### src/rtl/float_widen_convert.sv
// IEEE-754 widening converter (default binary32 -> binary64). Subnormal inputs are
// normalised one bit per cycle; NaNs keep their payload and signalling NaNs are quietened.
module float_widen_convert #(
    parameter int IN_EXP_W  = 8,
    parameter int IN_MAN_W  = 23,
    parameter int OUT_EXP_W = 11,
    parameter int OUT_MAN_W = 52
) (
    input  logic                            clk,
    input  logic                            reset,
    input  logic                            in_valid,
    output logic                            in_ready,
    input  logic [IN_EXP_W+IN_MAN_W:0]      in_data,
    output logic                            out_valid,
    input  logic                            out_ready,
    output logic [OUT_EXP_W+OUT_MAN_W:0]    out_data,
    output logic                            nan_exception
);

    localparam int IN_BIAS  = (1 << (IN_EXP_W - 1)) - 1;
    localparam int OUT_BIAS = (1 << (OUT_EXP_W - 1)) - 1;
    localparam int PAD_W    = OUT_MAN_W - IN_MAN_W;
    localparam int K_W      = $clog2(IN_MAN_W + 1);
    localparam logic signed [OUT_EXP_W:0] NORM_ADJ = (OUT_EXP_W+1)'(OUT_BIAS - IN_BIAS);
    localparam logic signed [OUT_EXP_W:0] SUB_BASE = (OUT_EXP_W+1)'(OUT_BIAS - IN_BIAS + 1);

    typedef enum logic [1:0] {
        IDLE     = 2'd0,
        CLASSIFY = 2'd1,
        NORM     = 2'd2,
        OUTPUT   = 2'd3
    } state_t;

    state_t                         state_r;
    logic [IN_EXP_W+IN_MAN_W:0]     data_r;
    logic [IN_MAN_W-1:0]            man_r;
    logic [K_W-1:0]                 k_r;

    logic                           sign_s;
    logic [IN_EXP_W-1:0]            exp_in_s;
    logic [IN_MAN_W-1:0]            frac_in_s;
    logic [IN_MAN_W-1:0]            man_shift_s;
    logic [K_W-1:0]                 k_next_s;
    logic signed [OUT_EXP_W:0]      exp_norm_s;
    logic signed [OUT_EXP_W:0]      exp_sub_s;
    logic [OUT_EXP_W-1:0]           class_exp_s;
    logic [OUT_MAN_W-1:0]           class_frac_s;
    logic                           class_snan_s;
    logic                           class_sub_s;

    // Left-align a narrow fraction in the wide fraction field.
    function automatic logic [OUT_MAN_W-1:0] pad_frac(input logic [IN_MAN_W-1:0] f);
        pad_frac = OUT_MAN_W'(f) << PAD_W;
    endfunction

    // Set the quiet bit while keeping the remaining payload bits.
    function automatic logic [IN_MAN_W-1:0] quiet_frac(input logic [IN_MAN_W-1:0] f);
        quiet_frac = {1'b1, f[IN_MAN_W-2:0]};
    endfunction

    // Field decode and exponent rebiasing for the captured operand.
    always_comb begin
        sign_s      = data_r[IN_EXP_W+IN_MAN_W];
        exp_in_s    = data_r[IN_MAN_W +: IN_EXP_W];
        frac_in_s   = data_r[IN_MAN_W-1:0];
        man_shift_s = {man_r[IN_MAN_W-2:0], 1'b0};
        k_next_s    = k_r + K_W'(1);
        exp_norm_s  = $signed({{(OUT_EXP_W+1-IN_EXP_W){1'b0}}, exp_in_s}) + NORM_ADJ;
        exp_sub_s   = SUB_BASE - $signed({{(OUT_EXP_W+1-K_W){1'b0}}, k_next_s});
    end

    // Classification of the captured operand into its output encoding.
    always_comb begin
        class_exp_s  = {OUT_EXP_W{1'b0}};
        class_frac_s = {OUT_MAN_W{1'b0}};
        class_snan_s = 1'b0;
        class_sub_s  = 1'b0;
        if (exp_in_s == {IN_EXP_W{1'b1}}) begin
            class_exp_s = {OUT_EXP_W{1'b1}};
            if (frac_in_s == {IN_MAN_W{1'b0}}) begin
                class_frac_s = {OUT_MAN_W{1'b0}};
            end else if (frac_in_s[IN_MAN_W-1]) begin
                class_frac_s = pad_frac(frac_in_s);
            end else begin
                class_frac_s = pad_frac(quiet_frac(frac_in_s));
                class_snan_s = 1'b1;
            end
        end else if (exp_in_s == {IN_EXP_W{1'b0}}) begin
            class_sub_s = (frac_in_s != {IN_MAN_W{1'b0}});
        end else begin
            class_exp_s  = OUT_EXP_W'(exp_norm_s);
            class_frac_s = pad_frac(frac_in_s);
        end
    end

    // Control FSM with registered handshake and result outputs.
    always_ff @(posedge clk or posedge reset) begin
        if (reset) begin
            state_r       <= IDLE;
            in_ready      <= 1'b1;
            out_valid     <= 1'b0;
            out_data      <= {(OUT_EXP_W+OUT_MAN_W+1){1'b0}};
            nan_exception <= 1'b0;
            data_r        <= {(IN_EXP_W+IN_MAN_W+1){1'b0}};
            man_r         <= {IN_MAN_W{1'b0}};
            k_r           <= {K_W{1'b0}};
        end else begin
            case (state_r)
                IDLE: begin
                    if (in_valid && in_ready) begin
                        data_r   <= in_data;
                        in_ready <= 1'b0;
                        state_r  <= CLASSIFY;
                    end else begin
                        in_ready <= 1'b1;
                    end
                end
                CLASSIFY: begin
                    if (class_sub_s) begin
                        man_r   <= frac_in_s;
                        k_r     <= {K_W{1'b0}};
                        state_r <= NORM;
                    end else begin
                        out_data      <= {sign_s, class_exp_s, class_frac_s};
                        nan_exception <= class_snan_s;
                        state_r       <= OUTPUT;
                    end
                end
                NORM: begin
                    man_r <= man_shift_s;
                    k_r   <= k_next_s;
                    // The bit about to shift out is the hidden one: normalisation is done.
                    if (man_r[IN_MAN_W-1]) begin
                        out_data      <= {sign_s, OUT_EXP_W'(exp_sub_s), pad_frac(man_shift_s)};
                        nan_exception <= 1'b0;
                        state_r       <= OUTPUT;
                    end else begin
                        state_r <= NORM;
                    end
                end
                OUTPUT: begin
                    if (!out_valid) begin
                        out_valid <= 1'b1;
                    end else if (out_ready) begin
                        out_valid <= 1'b0;
                        in_ready  <= 1'b1;
                        state_r   <= IDLE;
                    end else begin
                        out_valid <= 1'b1;
                    end
                end
                default: begin
                    state_r   <= IDLE;
                    in_ready  <= 1'b1;
                    out_valid <= 1'b0;
                end
            endcase
        end
    end

endmodule

### config.mk
export PLATFORM = sky130hd
export DESIGN_NAME = float_widen_convert
export DESIGN_NICKNAME = d
export VERILOG_FILES = /design/src/rtl/float_widen_convert.sv
export SDC_FILE = /design/constraint.sdc
export NUM_CORES = 1
export LEC_CHECK = 0
export BUFFER_PORTS_ARGS = -buffer_cell sky130_fd_sc_hd__buf_2
export CORE_AREA = 4 4 99 101
export CTS_CLUSTER_DIAMETER = 50
export DETAILED_ROUTE_END_ITERATION = 8
export DIE_AREA = 0 0 103 105
export PLACE_DENSITY_LB_ADDON = 0.12
export SLEW_MARGIN = 20
export SYNTH_ARGS = -nofsm -noshare
export SYNTH_HDL_FRONTEND = slang
export SYNTH_SLANG_ARGS = --single-unit
### constraint.sdc
create_clock -name clk -period 5.57 [get_ports clk]
set_input_delay 0.557 -clock clk [delete_from_list [all_inputs] [get_ports clk]]
set_output_delay 0.557 -clock clk [all_outputs]
set_load 0.01 [all_outputs]
==> metrics.cfg <==
[floorplan]
die_height_um = 105
initial_core_util_pct = 57.8
die_x_um = 103
design.portCount = 103
num_rows = 35
design.die.area_um2 = 10800
fp.coreArea_um2 = 9020

[grt]
antenna_found_initial = 0
grt-ovfl-total = 0
grt_max_degree = 81
gr-usage-all-layers_pct = 21.9
first_global_vias = 3726
grt_pass1_wl_um = 18700

[route]
drtAntennaViolNets = 0
firstDrtPassIters = 6
drtIter0Drc = 175
drt-wirelength-per-cell_um = 18.0
detail_route.drc_violations = 0
routed_wl_um = 11400
drt-vias-per-instance = 5.92
vias = 3760

[clock_network]
cts_tree = built
cts.sinks = 99
cts.hold.buffers_added = 0
cts_bufs_inserted = 9
postCtsSetupRepairBufs = 0
cts_max_level = 3
worstSkewPairLatency_ns = 0.36
postCtsResizedCells = 0
clk_pin_slew_ns = 0.09
clockBufferDepth = 2
cts_root_buffer = clkbuf_8

[placed_design]
post-place-cells = 619
hpwl_um = 7780
port_buffer_cells = 73
dpl_cell_area_um2 = 5450
placer_congestion = 0.834

[synthesis]
synth.avg_cell_area_um2 = 11.3
flip_flop_and_latch_count_after_synthesis = 99
asyncSetResetFlopFracSynth_pct = 100
synth_edf_count = 0
mappedNetlistArea_um2 = 5210
post-synth-top-area-fraction_pct = 47.0
post_synth_most_frequent_cells = dfrtp_1, a21oi_1, nor2_1, mux2_2, buf_4
synth_seq_area_share_pct = 47.6
yosysUniqueCellTypes = 61
synthDominantAreaCellType = dfrtp_1
synth_cells = 463
top_reg_cell_synth = dfrtp_1
synth_top_cells_by_area = dfrtp_1, mux2_2, buf_4
yosysWarnings = 0
yosys.cell_count.top_type = dfrtp_1

[cells_and_area]
antenna_cells = 0
final_area_um2 = 5670
layout-area-overhead-vs-synth_pct = 8.69
final_nets = 561
finish.cell_count_without_fillers = 635
drive_gt1_share_pct = 34.9

[setup_path]
criticalPathCategory = reg -> reg
cp_max_fanout = 30
start_kind = flop
timing.rr.start = state_r[1]$_DFFE_PP0P_
worstSetupStartpoint = state_r[1]$_DFFE_PP0P_
critical-path-max-stage-delay_ns = 0.65
crit_chain = inv_1 > ha_1 > mux2_2 > and2_1 > buf_4 > mux2_2
cp-end-kind = flop
cp_common_cell = mux2_2
cp_data_required_time_ns = 5.82
timing.critical_path.arrival_ns = 3.30
timing.critical_path.slowest_stage_cell = mux2_2

[power]
sequentialPowerShare_pct = 39.6
net_switching_component_of_the_power_uw = 1540
switching_part_of_the_total_power_pct = 41.7
static-leakage-power_uw = 0.00247
cellPowerDensity_nw_per_um2 = 650
clk_pwr_share_pct = 12.9
intPower_uw = 2150
power.ir.vdd_worst_mv = 0.390
comb_pwr_share_pct = 47.4

[sta]
finalSetupViolations = 0
rsz0062_at_grt = false
skew_ns = 0.00842
final_period_minus_worst_setup_slack_ns = 3.06
min_period_over_period_pct = 54.9
fin_worst_hold_slack_ns = 0.204
tightestPinTransition_ns = 0.973
slew_headroom_pct = 35.0
final-max-slew-violation-count = 0
tns_setup_ns = 0
maxClockFrequency_ghz = 0.327
finalHoldViolCount = 0

[status]
run_status = finished clean

[hold_path]
classification_of_the_worst_slack_hold_path = in -> async

[job]
cap_viol_max_count = 0

-- final cells by class --
class | instances | area (um^2)
clock inverter | 3 | 46.3
clock buffer | 13 | 159
inverter | 11 | 43.8
sequential | 99 | 2480
timing repair buffer | 79 | 410
fill | 761 | 3360
tap | 111 | 139
multi-input combinational | 319 | 2390
-- layout by cell type (no fill, tap or decap), types with 2 or more instances in the layout --
master	instances
clkbuf_1	2
nor4_1	3
o2bb2ai_1	2
nor4_2	4
inv_1	9
or2_2	2
ha_1	5
a22oi_2	9
nand2_1	8
dfrtp_1	98
or3_1	3
a32o_1	2
a22oi_1	13
and2_1	2
a211oi_1	2
a21oi_2	4
o21ai_0	5
mux2i_1	24
conb_1	29
o221a_2	20
mux2_2	39
a21oi_1	50
clkbuf_8	11
nand4_1	3
o211ai_1	2
a31oi_1	3
o21a_1	2
buf_2	73
xnor2_1	4
nor2_1	47
nand3_1	3
nor3_1	2
buf_4	6
-- registers in the layout, indices dropped and copies added, names as in the netlist --
name and count:
out_data 34, data_r 32, man_r 23, k_r 5
state_r 2, in_ready 1, nan_exception 1, out_valid 1
-- per-stage QoR --
step	setup WS (ns)	power (uW)	utilization, %
2_1_floorplan	2.42	2820	-
3_3_place_gp	2.65	3150	60.4
3_5_place_dp	2.54	3220	60.4
4_1_cts	2.49	3700	62.7
5_1_grt	2.35	3970	62.8
6_report	2.51	3680	62.8
-- critical path: cells and delay by family, from the launching register on --
kind	cells	cell delay [ns]
simple gates	1	0.59
flops	1	0.41
buf+inv	2	0.53
mux	2	1.02
fa+ha+maj	1	0.38
-- worst paths after layout --
check / endpoint / slack, ns / cells past startpoint
max: nan_exception$_DFFE_PP0P_ / 2.51 / 6
min: man_r[8]$_DFFE_PP0P_ / 0.20 / 2
max reg2reg: nan_exception$_DFFE_PP0P_ / 2.51 / 6
min reg2reg: out_data[63]$_DFFE_PP0P_ / 0.51 / 1
max in group asynchronous: nan_exception$_DFFE_PP0P_ / 4.22 / 3
min in group clk: data_r[13]$_DFFE_PP0P_ / 0.42 / 2
-- power by group through the flow --
| stage | sequential [uW] | clock (uW) | combinational, uW |
|---|---|---|---|
| 6_report | 1460 | 477 | 1750 |
| 2_1_floorplan | 1430 | 0 | 1390 |
| 3_3_place_gp | 1460 | 0 | 1690 |
| 5_1_grt | 1510 | 518 | 1940 |
| 3_5_place_dp | 1470 | 0 | 1750 |
| 4_1_cts | 1460 | 486 | 1760 |
-- cell families (layout without fill, tap and decap cells) --
kind of cell | Yosys count | after routing | synth area share, %
XOR/XNOR | 5 | 5 | 0.840
multiplexers | 63 | 63 | 13.0
adder cells (fa/ha/maj) | 6 | 6 | 1.44
AO/OA/AOI/OAI | 131 | 131 | 19.5
flip-flops | 99 | 99 | 47.6
AND/OR/NAND/NOR | 85 | 85 | 8.57
buffers and inverters | 73 | 106 | 8.98
other | 1 | 29 | 0.0719
-- routing by layer --
| metal | vias up | wire length (um) | GRT usage (%) |
|---|---|---|---|
| met3 | 10 | 577 | 4.54 |
| met2 | 100 | 5830 | 35.0 |
| met1 | 1902 | 4920 | 30.2 |
| met4 | 0 | 114 | 5.92 |
| li1 | 1748 | - | - |
| met5 | - | 0 | 0 |
(Power assumes the default switching activity.)
